## src/rtl/bht_update_ctrl_pkg.sv

```systemverilog
// Shared core constants, FSM encoding and the update-queue entry type
// for the BHT update controller.
package bht_update_ctrl_pkg;

  localparam int IM_ADDR_BIT  = 32;
  localparam int BHT_ADDR_BIT = 3;
  localparam int BHT_SIZE     = 1 << BHT_ADDR_BIT;

  typedef enum logic {
    ST_IDLE  = 1'b0,
    ST_CLEAR = 1'b1
  } state_t;

  typedef struct packed {
    logic [IM_ADDR_BIT-1:0] pc;
    logic [IM_ADDR_BIT-1:0] target;
    logic                   taken;
  } bht_upd_t;

endpackage

```

## src/rtl/bht_update_ctrl_if.sv

```systemverilog
// EX-resolution, fetch-correction and BHT write/invalidate signals
// shared between the pipeline (master) and the update controller (slave).
interface bht_update_ctrl_if;
  import bht_update_ctrl_pkg::*;

  logic                    res_valid;
  logic [IM_ADDR_BIT-1:0]  res_pc;
  logic [IM_ADDR_BIT-1:0]  res_target;
  logic [IM_ADDR_BIT-1:0]  res_pred_addr;
  logic                    res_taken;

  logic                    mispredict;
  logic [IM_ADDR_BIT-1:0]  redirect_addr;

  logic                    bht_w_en;
  logic [IM_ADDR_BIT-1:0]  bht_pc;
  logic [IM_ADDR_BIT-1:0]  bht_target;
  logic                    bht_succeed;
  logic                    bht_clr_en;
  logic [BHT_ADDR_BIT-1:0] bht_clr_idx;

  modport master (
    output res_valid, res_pc, res_target, res_pred_addr, res_taken,
    input  mispredict, redirect_addr,
    input  bht_w_en, bht_pc, bht_target, bht_succeed, bht_clr_en, bht_clr_idx
  );

  modport slave (
    input  res_valid, res_pc, res_target, res_pred_addr, res_taken,
    output mispredict, redirect_addr,
    output bht_w_en, bht_pc, bht_target, bht_succeed, bht_clr_en, bht_clr_idx
  );

endinterface

```

## src/rtl/bht_update_ctrl_fifo.sv

```systemverilog
// bht_upd_fifo: small circular queue of pending BHT updates with a
// combinational head so a queued entry can be written the cycle after it lands.
module bht_upd_fifo
  import bht_update_ctrl_pkg::*;
#(
  parameter int DEPTH = 4
) (
  input  logic     clk,
  input  logic     rst,
  input  logic     clr,
  input  logic     push,
  input  logic     pop,
  input  bht_upd_t din,
  output logic     full,
  output logic     empty,
  output bht_upd_t head
);

  localparam int PW = (DEPTH > 1) ? $clog2(DEPTH) : 1;
  localparam int CW = PW + 1;

  bht_upd_t        mem [DEPTH];
  logic [PW-1:0]   wr_ptr_reg, wr_ptr_next;
  logic [PW-1:0]   rd_ptr_reg, rd_ptr_next;
  logic [CW-1:0]   count_reg, count_next;

  assign full  = (count_reg == CW'(DEPTH));
  assign empty = (count_reg == '0);
  assign head  = mem[rd_ptr_reg];

  // Power-of-two depth lets the pointers wrap by natural overflow.
  always_comb begin
    wr_ptr_next = wr_ptr_reg;
    rd_ptr_next = rd_ptr_reg;
    count_next  = count_reg;
    if (clr) begin
      wr_ptr_next = '0;
      rd_ptr_next = '0;
      count_next  = '0;
    end else begin
      if (push) wr_ptr_next = wr_ptr_reg + 1'b1;
      if (pop)  rd_ptr_next = rd_ptr_reg + 1'b1;
      case ({push, pop})
        2'b10:   count_next = count_reg + 1'b1;
        2'b01:   count_next = count_reg - 1'b1;
        default: count_next = count_reg;
      endcase
    end
  end

  always_ff @(posedge clk or posedge rst) begin
    if (rst) begin
      wr_ptr_reg <= '0;
      rd_ptr_reg <= '0;
      count_reg  <= '0;
    end else begin
      wr_ptr_reg <= wr_ptr_next;
      rd_ptr_reg <= rd_ptr_next;
      count_reg  <= count_next;
    end
  end

  always_ff @(posedge clk) begin
    if (push && !clr) mem[wr_ptr_reg] <= din;
  end

endmodule

```

## src/rtl/bht_update_ctrl.sv

```systemverilog
// BHT update controller: computes fetch correction, queues resolved branches
// for BHT writes, sequences a full-table invalidate and counts mispredicts.
module bht_update_ctrl
  import bht_update_ctrl_pkg::*;
#(
  parameter int DEPTH = 4
) (
  input  logic                clk,
  input  logic                rst,
  input  logic                en,
  input  logic                clr_req,
  bht_update_ctrl_if.slave    bus,
  output logic                busy,
  output logic                stall_req,
  output logic [15:0]         mis_cnt
);

  state_t                  state_reg, state_next;
  logic [BHT_ADDR_BIT-1:0] idx_reg, idx_next;
  logic [15:0]             mis_cnt_reg;
  logic [IM_ADDR_BIT-1:0]  correct;
  logic                    fifo_push, fifo_pop, fifo_clr;
  logic                    fifo_full, fifo_empty;
  logic                    clr_en;
  bht_upd_t                fifo_din, fifo_head;

  assign correct           = bus.res_taken ? bus.res_target : bus.res_pc + IM_ADDR_BIT'(4);
  assign bus.mispredict    = bus.res_valid && (correct != bus.res_pred_addr);
  assign bus.redirect_addr = correct;

  assign fifo_din = '{pc: bus.res_pc, target: bus.res_target, taken: bus.res_taken};
  assign fifo_pop = en && (state_reg == ST_IDLE) && !fifo_empty;

  // Head fields are gated so an empty (or just-reset) queue presents zeros.
  assign bus.bht_w_en    = fifo_pop;
  assign bus.bht_pc      = fifo_empty ? '0 : fifo_head.pc;
  assign bus.bht_target  = fifo_empty ? '0 : fifo_head.target;
  assign bus.bht_succeed = fifo_empty ? 1'b0 : fifo_head.taken;
  assign bus.bht_clr_en  = clr_en;
  assign bus.bht_clr_idx = idx_reg;

  assign stall_req = bus.res_valid && fifo_full && !fifo_pop;
  assign mis_cnt   = mis_cnt_reg;

  always_comb begin
    state_next = state_reg;
    idx_next   = idx_reg;
    fifo_push  = 1'b0;
    fifo_clr   = 1'b0;
    busy       = 1'b0;
    clr_en     = 1'b0;
    case (state_reg)
      ST_IDLE: begin
        if (en) begin
          if (clr_req) begin
            fifo_clr   = 1'b1;
            state_next = ST_CLEAR;
            idx_next   = '0;
          end else if (bus.res_valid && (!fifo_full || fifo_pop)) begin
            fifo_push = 1'b1;
          end
        end
      end
      ST_CLEAR: begin
        busy   = 1'b1;
        clr_en = 1'b1;
        if (en) begin
          if (idx_reg == BHT_ADDR_BIT'(BHT_SIZE - 1)) begin
            state_next = ST_IDLE;
            idx_next   = '0;
          end else begin
            idx_next = idx_reg + 1'b1;
          end
        end
      end
      default: state_next = ST_IDLE;
    endcase
  end

  always_ff @(posedge clk or posedge rst) begin
    if (rst) begin
      state_reg   <= ST_IDLE;
      idx_reg     <= '0;
      mis_cnt_reg <= '0;
    end else begin
      state_reg <= state_next;
      idx_reg   <= idx_next;
      if (en && (state_reg == ST_IDLE) && bus.mispredict && (mis_cnt_reg != 16'hFFFF))
        mis_cnt_reg <= mis_cnt_reg + 16'd1;
    end
  end

  bht_upd_fifo #(
    .DEPTH (DEPTH)
  ) u_fifo (
    .clk   (clk),
    .rst   (rst),
    .clr   (fifo_clr),
    .push  (fifo_push),
    .pop   (fifo_pop),
    .din   (fifo_din),
    .full  (fifo_full),
    .empty (fifo_empty),
    .head  (fifo_head)
  );

endmodule

```

## src/flat_wrapper.sv

```systemverilog
// flat-port wrapper written by rule: the top's interface ports become plain ports
module bht_update_ctrl_flat import bht_update_ctrl_pkg::*;
#(
  parameter int DEPTH = 4
)
  (clk, rst, en, clr_req, busy, stall_req, mis_cnt, bus_res_valid, bus_res_pc, bus_res_target, bus_res_pred_addr, bus_res_taken, bus_mispredict, bus_redirect_addr, bus_bht_w_en, bus_bht_pc, bus_bht_target, bus_bht_succeed, bus_bht_clr_en, bus_bht_clr_idx);
  bht_update_ctrl_if bus_i ();
  input  logic clk;
  input  logic rst;
  input  logic en;
  input  logic clr_req;
  output logic busy;
  output logic stall_req;
  output logic [15:0] mis_cnt;
  input wire logic [$bits(bus_i.res_valid)-1:0] bus_res_valid;
  input wire logic [$bits(bus_i.res_pc)-1:0] bus_res_pc;
  input wire logic [$bits(bus_i.res_target)-1:0] bus_res_target;
  input wire logic [$bits(bus_i.res_pred_addr)-1:0] bus_res_pred_addr;
  input wire logic [$bits(bus_i.res_taken)-1:0] bus_res_taken;
  output wire logic [$bits(bus_i.mispredict)-1:0] bus_mispredict;
  output wire logic [$bits(bus_i.redirect_addr)-1:0] bus_redirect_addr;
  output wire logic [$bits(bus_i.bht_w_en)-1:0] bus_bht_w_en;
  output wire logic [$bits(bus_i.bht_pc)-1:0] bus_bht_pc;
  output wire logic [$bits(bus_i.bht_target)-1:0] bus_bht_target;
  output wire logic [$bits(bus_i.bht_succeed)-1:0] bus_bht_succeed;
  output wire logic [$bits(bus_i.bht_clr_en)-1:0] bus_bht_clr_en;
  output wire logic [$bits(bus_i.bht_clr_idx)-1:0] bus_bht_clr_idx;
  assign bus_i.res_valid = bus_res_valid;
  assign bus_i.res_pc = bus_res_pc;
  assign bus_i.res_target = bus_res_target;
  assign bus_i.res_pred_addr = bus_res_pred_addr;
  assign bus_i.res_taken = bus_res_taken;
  assign bus_mispredict = bus_i.mispredict;
  assign bus_redirect_addr = bus_i.redirect_addr;
  assign bus_bht_w_en = bus_i.bht_w_en;
  assign bus_bht_pc = bus_i.bht_pc;
  assign bus_bht_target = bus_i.bht_target;
  assign bus_bht_succeed = bus_i.bht_succeed;
  assign bus_bht_clr_en = bus_i.bht_clr_en;
  assign bus_bht_clr_idx = bus_i.bht_clr_idx;
  bht_update_ctrl #(.DEPTH(DEPTH)) u_core (.clk(clk), .rst(rst), .en(en), .clr_req(clr_req), .bus(bus_i), .busy(busy), .stall_req(stall_req), .mis_cnt(mis_cnt));
endmodule
```

## config.mk

```make
export PLATFORM = sky130hd
export DESIGN_NAME = bht_update_ctrl_flat
export DESIGN_NICKNAME = d
export VERILOG_FILES = /design/src/rtl/bht_update_ctrl_pkg.sv /design/src/rtl/bht_update_ctrl_if.sv /design/src/rtl/bht_update_ctrl_fifo.sv /design/src/rtl/bht_update_ctrl.sv /design/src/flat_wrapper.sv
export SDC_FILE = /design/constraint.sdc
export NUM_CORES = 1
export LEC_CHECK = 0
export BUFFER_PORTS_ARGS = -buffer_cell sky130_fd_sc_hd__buf_4
export CAP_MARGIN = 20
export CORE_MARGIN = 2
export CORE_UTILIZATION = 57
export CTS_CLUSTER_DIAMETER = 50
export DETAILED_ROUTE_END_ITERATION = 7
export PLACE_DENSITY = 0.85
export SYNTH_ARGS = -nofsm -noshare
export SYNTH_HDL_FRONTEND = slang
export SYNTH_SLANG_ARGS = --single-unit
```

## constraint.sdc

```tcl
create_clock -name clk -period 3.8 [get_ports clk]
set_input_delay 0.19 -clock clk [delete_from_list [all_inputs] [get_ports clk]]
set_output_delay 0.19 -clock clk [all_outputs]
set_load 0.02 [all_outputs]
```

Word level (Yosys, flattened, before mapping). Memory sizes are Yosys's and may differ from the RTL's. Cells that the tools add are included.

RAM bits: 260. Logic and storage cells: 71. Bits in registers: 27. Input port bits: 102. Output and inout bits: 121. Memories kept: 1.

Memory list: u_core.u_fifo.mem (words 4, width 65, read ports 1, clocked after memory_dff 0, wr ports 1, line bht_update_ctrl_fifo.sv:22) `bht_upd_t mem [DEPTH];`.

Add/subtract/negate cells: 7. Bitwise operators: 1. Reduce and logical (&&, ||, !) cells: 19. Eq/ne operators: 9. Multiplexer cells: 28.

Operator list (count): 32-bit two-way mux (3); 32-bit by 3-bit adder with 32-bit output, second input constant (1); 32-bit inequality test (1); 16-bit by 1-bit adder with 16-bit output, second input constant (1); 16-bit inequality test, second input constant (1); 3-bit two-way mux (5); 1-bit two-way mux (13); 3-bit case mux with 2 select lines (2); 1-bit logical AND (9); 2-bit two-way mux (4); 3-bit by 1-bit adder with 3-bit output, second input constant (2); 3-bit == test, second input constant (2); 2-bit inequality test, second input constant (3); 2-bit by 1-bit adder with 2-bit output, second input constant (2); 1-bit zero test (4); 2-bit nonzero test (2); 3-bit zero test (1); 3-bit AND reduction (1); 3-bit nonzero test (1); 3-bit by 1-bit subtractor with 3-bit output, second input constant (1); 2-bit by 1-bit == test with 1-bit output, second input constant (1); 2-bit == test, second input constant (1); 1-bit case mux with 2 select lines (1); 1-bit logical OR (1); 1-bit inverter (1).

Longest topological paths before layout. Gate-level depths: netlist of run 1.

Depth in word-level cells: 12. Depth in mapped cells: 13. Gate-level depth less buffers: 10.

Modules after synthesis. Synthesis of run 1 repeated with hierarchy kept, for this count alone.

Cells, all modules: 918. Area, all modules: 13738.2 µm².

Modules (own cells, without submodules): bht_upd_fifo (area an instance 9857.0 µm², sequential area each 7982.7 µm², instances 1, cells each 384); bht_update_ctrl (area an instance 3881.2 µm², sequential area each 500.5 µm², instances 1, cells each 534).

Worst setup path after synthesis of run 1. OpenSTA, ideal clock, no wires.

Path type: input port to flip-flop. Start point: in bus_res_pc[7]. End point: reg u_core.mis_cnt_reg[1], in the netlist u_core.mis_cnt[1]. Buffers on the path: 2. Arrival time: 3012 ps. Stages on the path: 11. Required time: 3672 ps. Setup time: 128 ps. Setup slack: 660 ps. Cells stage by stage: buf_2 nand4_1 buf_2 nor3_2 a311o_1 nand3_1 xor2_1 or4_1 nor4_4 nor2_1 mux2_1.

Cells in the longest elaborated chain, start to end: 6.

Ends and longest elaborated chain: from (decl) (line flat_wrapper.sv:16) `input wire logic [$bits(bus_i.res_pc)-1:0] bus_res_pc;`; 32-bit by 3-bit adder with 32-bit output (line bht_update_ctrl.sv:27) `assign correct = bus.res_taken ? bus.res_target : bus.res_pc + IM_ADDR_BIT'(4);`; 32-bit two-way mux (line bht_update_ctrl.sv:27); net bus_redirect_addr[24] (line flat_wrapper.sv:21) `output wire logic [$bits(bus_i.redirect_addr)-1:0] bus_redirect_addr;`; 32-bit inequality test (line bht_update_ctrl.sv:28) `assign bus.mispredict = bus.res_valid && (correct != bus.res_pred_addr);`; 1-bit logical AND (line bht_update_ctrl.sv:28); 1-bit logical AND (2 in a row) (line bht_update_ctrl.sv:88) `if (en && (state_reg == ST_IDLE) && bus.mispredict && (mis_cnt_reg != 16'hFFFF))`; to (signal assigned) (line bht_update_ctrl.sv:89) `mis_cnt_reg <= mis_cnt_reg + 16'd1;`; to (decl) (line bht_update_ctrl.sv:20) `logic [15:0] mis_cnt_reg;`.

The timed path passes the listed nets, and every way through them passes these cells. A chain may end at the register's enable or synchronous reset.

Worst setup path in the final report of run 1.
Start point: in bus_res_pc[4]. End point: out bus_mispredict.

Cells in the longest elaborated chain, start to end: 4.

Ends and longest elaborated chain: 32-bit by 3-bit adder with 32-bit output (line bht_update_ctrl.sv:27); 32-bit two-way mux (line bht_update_ctrl.sv:27); 32-bit inequality test (line bht_update_ctrl.sv:28); 1-bit logical AND (line bht_update_ctrl.sv:28); to (decl) (line flat_wrapper.sv:20) `output wire logic [$bits(bus_i.mispredict)-1:0] bus_mispredict;`.

No other way between the ends.

==> results by group, run 1 <==
Outcome
  • Status: finished, final reports clean

Floorplanning
  • Core area: 22,780 um2
  • Initial Util: 58.51%
  • Row cnt: 55
  • IO Pins: 223
  • Die area: 24,620 um2
  • Die H: 156.9 um
  • Die X: 156.9 um

Clock tree
  • Num CTS Buffers: 28
  • Clock net sink count: 287
  • CTS tree: yes
  • Worst-path clk slew: 0.06 ns
  • Clock Tree Root: clkbuf_16
  • Clock buffer depth: 3
  • H-tree depth: 1
  • Worst skew pair latency: 0.55 ns

Critical path
  • CP arrival: 3.61 ns
  • Worst path required time: 3.61 ns
  • Max FO, Critical Path: 9
  • Critical path class: in2out
  • Setup crit start kind: input pin
  • Crit. End Element: output pin

Routing
  • DRT iter0 DRCs: 857
  • Routed WL: 35,290 um
  • Vias/cell: 5.967
  • DRC violations left: 0
  • Drt first pass iters: 6
  • Wirelength per Cell: 23.22 um
  • Post-DRT Antenna Nets: 0
  • Via count: 9,070

Synthesis
  • Synth area leader: edfxtp_1
  • Net Count, Synth: 992
  • Netlist cell types: 67
  • Syn. warnings: 0
  • Synth top area share: 58.59%
  • Syn_area_per_cell: 15.14 um2
  • Mapped Area: 13,330 um2
  • Post-Synthesis Cells: 880
  • Sequential fraction of the synthesis area: 63.66%
  • Flops & latches, synth: 287
  • Async set or reset register ratio after synthesis: 9.408%
  • Top-count cell post-synth: edfxtp_1
  • Synth area leaders: edfxtp_1 59%, mux4_2 11%, dfrtp_1 5.1%
  • Post-synth EDFFs: 260
  • Main synth FF type: edfxtp_1
  • Commonest cells post-synth: 260 x edfxtp_1, 72 x nor2b_1, 65 x mux4_2

STA
  • Final setup vio count: 0
  • Final worst setup slack: 0.001186 ns
  • Hold Vio Cnt, Final: 0
  • Fin crit share: 99.97%
  • Fmax: 263.2 MHz
  • Fin. max-slew vios: 0
  • Clock skew: 0.004483 ns
  • Tightest Pin Transition: 0.8300 ns
  • Tmin final: 3.799 ns
  • Sum of negative setup slack: 0 ns
  • Slew HR: 44.66%

Placement
  • Pre-CTS setup slack: 0.3343 ns
  • Post-DP HPWL: 23,150 um
  • DP Area: 15,430 um2
  • Gpl congestion: 0.9501
  • Port buffer count: 222

Final layout
  • Filler cells: 1,356
  • Nets: 1,299
  • Max FFs per register: 260
  • N_diodes: 0
  • Layout area overhead: 29.66%
  • Share of cells above drive strength 1: 32.97%
  • Post-route cell area: 17,280 um2

GRT
  • Largest net degree at the start of global routing: 66
  • Total grt overflow: 0
  • First-pass GRT wire length: 51,940 um
  • Vias in the first global route: 8,967
  • Antenna violations before repair: 0
  • Global Route Usage Sum: 28.23%

Pwr
  • Power Density: 565.6 nW/um2
  • Peak supply drop: 0.4489 mV
  • P_leak: 6.280 nW
  • Total Power: 9.773 mW

Min path
  • Hold crit path type: in2reg

Job
  • Max_cap viols: 0
-- cell usage in the layout (no fill, tap or decap), types with 5 or more instances in the layout --
| cell | instances |
|---|---|
| dlygate4sd3_1 | 67 |
| clkinv_1 | 6 |
| nand2b_1 | 5 |
| inv_1 | 18 |
| nor3b_1 | 6 |
| xnor2_1 | 36 |
| a31oi_1 | 6 |
| clkbuf_16 | 28 |
| buf_12 | 7 |
| dfrtp_1 | 25 |
| nand3_1 | 21 |
| ha_1 | 9 |
| or3_1 | 6 |
| nor3_1 | 13 |
| buf_4 | 248 |
| nand4_1 | 21 |
| and3_1 | 9 |
| a21oi_1 | 11 |
| nor2b_1 | 72 |
| clkinv_2 | 5 |
| and4_1 | 5 |
| mux4_2 | 65 |
| edfxtp_1 | 260 |
| o21ai_0 | 23 |
| xor2_1 | 39 |
| mux2_2 | 6 |
| mux2i_1 | 5 |
| nand2_1 | 50 |
| nor4_1 | 5 |
| nor2_1 | 33 |
-- timing repair --
| item | 4_1_cts | 5_1_grt |
|---|---|---|
| buffers inserted | 0 | 15 |
| resized for setup | 0 | 24 |
| endpoints found under the hold margin | 285 | 0 |
| endpoints found under the setup margin | 0 | 1 |
| hold buffers | 67 | 0 |
-- metal layers --
metal | wire length (um) | global-route usage (%) | vias up
met5 | 0 | 0 | -
met4 | 1370 | 11.14 | 0
met3 | 2930 | 4.791 | 77
met2 | 17190 | 45.03 | 464
met1 | 13800 | 39.39 | 4501
li1 | - | - | 4028
-- area by class of cell --
type | instances | area [um2] | share of cell area, %
Timing Repair Buffer | 323 | 2700 | 15.63
Clock inverter | 19 | 207.7 | 1.202
Tap cell | 313 | 391.6 | 2.266
Clock buffer | 31 | 711.9 | 4.120
Multi-Input combinational cell | 529 | 4712 | 27.27
Sequential cell | 287 | 8488 | 49.12
Inverter | 18 | 67.56 | 0.3910
-- kinds of logic (layout without fill, tap and decap cells) --
| family | Yosys count | count (layout) | share of synthesized area (%) |
|---|---|---|---|
| compound gates | 84 | 84 | 4.460 |
| buf+inv | 64 | 391 | 1.981 |
| mux | 78 | 78 | 12.04 |
| simple gates | 282 | 282 | 11.94 |
| flops | 287 | 287 | 63.66 |
| xor+xnor | 75 | 75 | 4.929 |
| fa+ha+maj | 10 | 10 | 0.9952 |
-- path summary, 6_finish.rpt --
kind,slack (ns),to,depth (start not counted),start
setup / recovery,0.001,bus_mispredict,12,bus_res_pc[4]
hold / removal,0.04,u_core.u_fifo.wr_ptr_reg[1],4,clr_req
setup reg to reg,1.14,u_core.u_fifo.count_reg[2],9,u_core.state_reg
hold reg to reg,0.49,u_core.mis_cnt[9],1,u_core.mis_cnt[9]
max in group asynchronous,3.05,u_core.u_fifo.rd_ptr_reg[0],4,rst
min in group asynchronous,0.27,u_core.mis_cnt[15],3,rst
-- per-stage QoR --
step | instances | hold slack, ns | utilization (%)
after floorplan | 880 | 0.2427 | -
after global placement | 1387 | 0.4023 | 67.72
after detailed placement | 1387 | 0.4074 | 67.72
after CTS | 1504 | 0.005747 | 74.70
after global routing | 1520 | 0.07231 | 75.86
final | 1520 | 0.03662 | 75.86
-- critical path, stage by stage --
cell and delay (ns):
dlygate4sd3_1 0.57, buf_4 0.21, nand3_4 0.16, o41ai_2 0.34
o221ai_1 0.18, or4b_4 0.58, a2111oi_4 0.36, nand4_1 0.22
nor4_4 0.43, buf_12 0.17, nor2b_1 0.04, buf_4 0.15
-- where the power goes --
group | leakage (nW) | internal, mW | total, mW | switching (mW)
Clock | 0.446 | 1.62 | 2.76 | 1.14
Sequential | 2.68 | 3.54 | 3.74 | 0.204
Combinational | 3.15 | 1.54 | 3.28 | 1.74
Total | 6.28 | 6.70 | 9.77 | 3.08
No activity file was read; power rests on OpenSTA's default activity.
==> run 2, diff against run 1 <==
- REMOVE_ABC_BUFFERS: not set -> 1
==> results by group, run 2 (synthesis results as in run 1) <==
Outcome
  • Status: finished, final reports clean

STA
  • Fin crit share: 96.55% (-3.4 points)
  • Fmax: 272.6 MHz (+3.5%)
  • Clock skew: 0.01127 ns (+0.006782 ns)
  • Final setup vio count: 0 (unchanged)
  • Unrepaired setup endpoints after global routing: no
  • Slew HR: 46.01% (+1.3 points)
  • Hold Vio Cnt, Final: 0 (unchanged)
  • Sum of negative setup slack: 0 ns (unchanged)
  • Fin. max-slew vios: 0 (unchanged)
  • Tightest Pin Transition: 0.8099 ns (-0.02014 ns)
  • Tmin final: 3.669 ns (-0.1298 ns)

Clock tree
  • H-tree depth: 1 (unchanged)
  • Worst skew pair latency: 0.56 ns (about the same)
  • Clock net sink count: 287 (unchanged)
  • Worst-path clk slew: 0.06 ns (about the same)
  • Clock buffer depth: 3 (unchanged)
  • Num CTS Buffers: 30 (+7.1%)
  • CTS tree: yes
  • Clock Tree Root: clkbuf_16

Critical path
  • Crit. End Element: output pin
  • Cell family with most CP delay: simple AND/OR/NAND/NOR gates
  • Worst Reg-to-Reg Cells: 9 (unchanged)
  • R2R setup slack: 1.06 ns (-0.08 ns)
  • Max FO, Critical Path: 12 (+3)
  • Reg2reg end: u_core.u_fifo.count_reg[2]
  • CP arrival: 3.48 ns (-0.13 ns)
  • Ordered cell list for the critical path: dlygate4sd3_1 > buf_4 > nand4_1 > nor2_1 > nand4_1 > a2111o_1 > a2111oi_1 > nand4_1 > nor4_4 > buf_4 > nor2b_1 > buf_4
  • Crit path largest cell delay: 0.52 ns (-0.06 ns)
  • Worst path required time: 3.61 ns (about the same)
  • Worst Setup EP: bus_mispredict
  • Critical path class: in2out
  • Worst r2r src: u_core.state_reg
  • Worst path bufs/invs: 4 (unchanged)
  • Crit path depth: 12 (unchanged)
  • Setup crit start kind: input pin
  • CP startpoint: bus_res_pc[19]
  • Critical-path top delay cell: dlygate4sd3_1

Routing
  • Post-DRT Antenna Nets: 0 (unchanged)
  • Top Layer Used: met4
  • Vias/cell: 5.983 (+0.26%)
  • Metal1 wirelength: 13,260 um (-3.9%)
  • Wirelength per Cell: 22.87 um (-1.5%)
  • DRC violations left: 0 (unchanged)
  • Routed WL: 34,680 um (-1.7%)
  • Metal3 WL: 3032 um (+3.5%)
  • DRT iter0 DRCs: 799 (-6.8%)
  • WL met2: 17,290 um (+0.61%)
  • Drt first pass iters: 5 (-1)
  • Via count: 9,070 (unchanged)

Pwr
  • Power Density: 574.5 nW/um2 (+1.6%)
  • Sw frac: 31.49% (about the same)
  • Peak supply drop: 0.4990 mV (+11%)
  • P_leak: 6.236 nW (-0.70%)
  • P_sw: 3.104 mW (+0.84%)
  • Clock power frac: 29.1% (+0.9 points)
  • Comb power frac: 33.5% (about the same)
  • Sequential power share: 37.4% (-0.9 points)
  • Total Power: 9.857 mW (+0.85%)
  • Int Pwr: 6.753 mW (+0.86%)

Placement
  • DP Area: 15,430 um2 (about the same)
  • Gpl congestion: 0.8915 (-6.2%)
  • Post-DP HPWL: 21,950 um (-5.2%)
  • Port buffer count: 222 (unchanged)

Floorplanning
  • Initial Util: 58.51% (unchanged)
  • IO Pins: 223 (unchanged)
  • Die X: 156.9 um (unchanged)
  • Row cnt: 55 (unchanged)
  • Die H: 156.9 um (unchanged)
  • Die area: 24,620 um2 (unchanged)
  • Core area: 22,780 um2 (unchanged)

GRT
  • Total grt overflow: 0 (unchanged)
  • Antenna violations before repair: 0 (unchanged)
  • Largest net degree at the start of global routing: 70 (+6.1%)
  • Vias in the first global route: 9,162 (+2.2%)
  • Global Route Usage Sum: 28.25% (about the same)
  • First-pass GRT wire length: 52,520 um (+1.1%)

Final layout
  • Share of cells above drive strength 1: 31.50% (-1.5 points)
  • Final Util: 75.33% (-0.53 points)
  • Layout area overhead: 28.75%
  • Filler cells: 1,303 (-3.9%)
  • Commonest cells after routing, fill and taps aside: 260 x edfxtp_1, 238 x buf_4, 72 x nor2b_1
  • N_diodes: 0 (unchanged)
  • Post-route cell area: 17,160 um2 (-0.70%)
  • Max FFs per register: 260 (unchanged)
  • Most common cell after layout, fill and taps aside: edfxtp_1
  • Nets: 1,292 (-0.54%)

Min path
  • Hold crit path type: in2reg

Job
  • Max_cap viols: 0 (unchanged)
## run 2: stage by stage
stage	hold slack (ns)	setup slack (ns)	cells
6_report	0.04144	0.1310	1516
5_1_grt	0.04292	0.02030	1516
4_1_cts	0.02930	0.02490	1510
3_5_place_dp	0.4064	0.2324	1387
3_3_place_gp	0.4000	0.3124	1387
2_1_floorplan	0.2427	-2.325	834
## run 2: worst min-delay path by stage
| stage | end | from | cells after the start |
|---|---|---|---|
| 2_1_floorplan | u_core.bus.bht_clr_idx[0] | rst | 1 |
| 3_3_place_gp | u_core.u_fifo.mem[2][4] | bus_res_target[3] | 1 |
| 3_5_place_dp | u_core.u_fifo.mem[0][1] | bus_res_target[0] | 1 |
| 4_1_cts | u_core.u_fifo.wr_ptr_reg[1] | clr_req | 4 |
| 5_1_grt | u_core.u_fifo.wr_ptr_reg[1] | clr_req | 4 |
| 6_report | u_core.u_fifo.wr_ptr_reg[1] | clr_req | 4 |
## run 2: tightest hold or removal path, stage by stage
cell	delay, ns
buf_4	0.10
nor2_1	0.11
nand2_1	0.09
o31ai_1	0.05
## run 2: final cells by class
| class | count | area, um2 | area share [%] |
|---|---|---|---|
| Sequential cell | 287 | 8488 | 49.47 |
| Multi-Input combinational cell | 529 | 4611 | 26.87 |
| Timing Repair Buffer | 314 | 2635 | 15.36 |
| Clock buffer | 43 | 840.8 | 4.900 |
| Tap cell | 313 | 391.6 | 2.283 |
| Clock inverter | 12 | 123.9 | 0.7219 |
| Inverter | 18 | 67.56 | 0.3938 |
## run 2: metal layers
metal,GRT usage (%),vias to the layer above
met5,0,-
met4,9.393,0
met3,4.405,81
met2,47.83,499
met1,37.91,4485
li1,-,4005
## run 2: timing repair
item | CTS | global route
buffers inserted | 0 | 5
hold buffers | 68 | 0
gates resized for setup | 0 | 4
setup endpoints to repair | 0 | 1
hold endpoints to repair | 289 | 0
## run 2: power by group through the flow
stage	clock, mW	sequential, mW	combinational, mW
6_report	2.87	3.69	3.30
5_1_grt	3.02	3.71	3.52
4_1_cts	2.89	3.69	3.31
3_5_place_dp	0	3.75	3.23
3_3_place_gp	0	3.75	3.18
2_1_floorplan	0	3.90	1.82
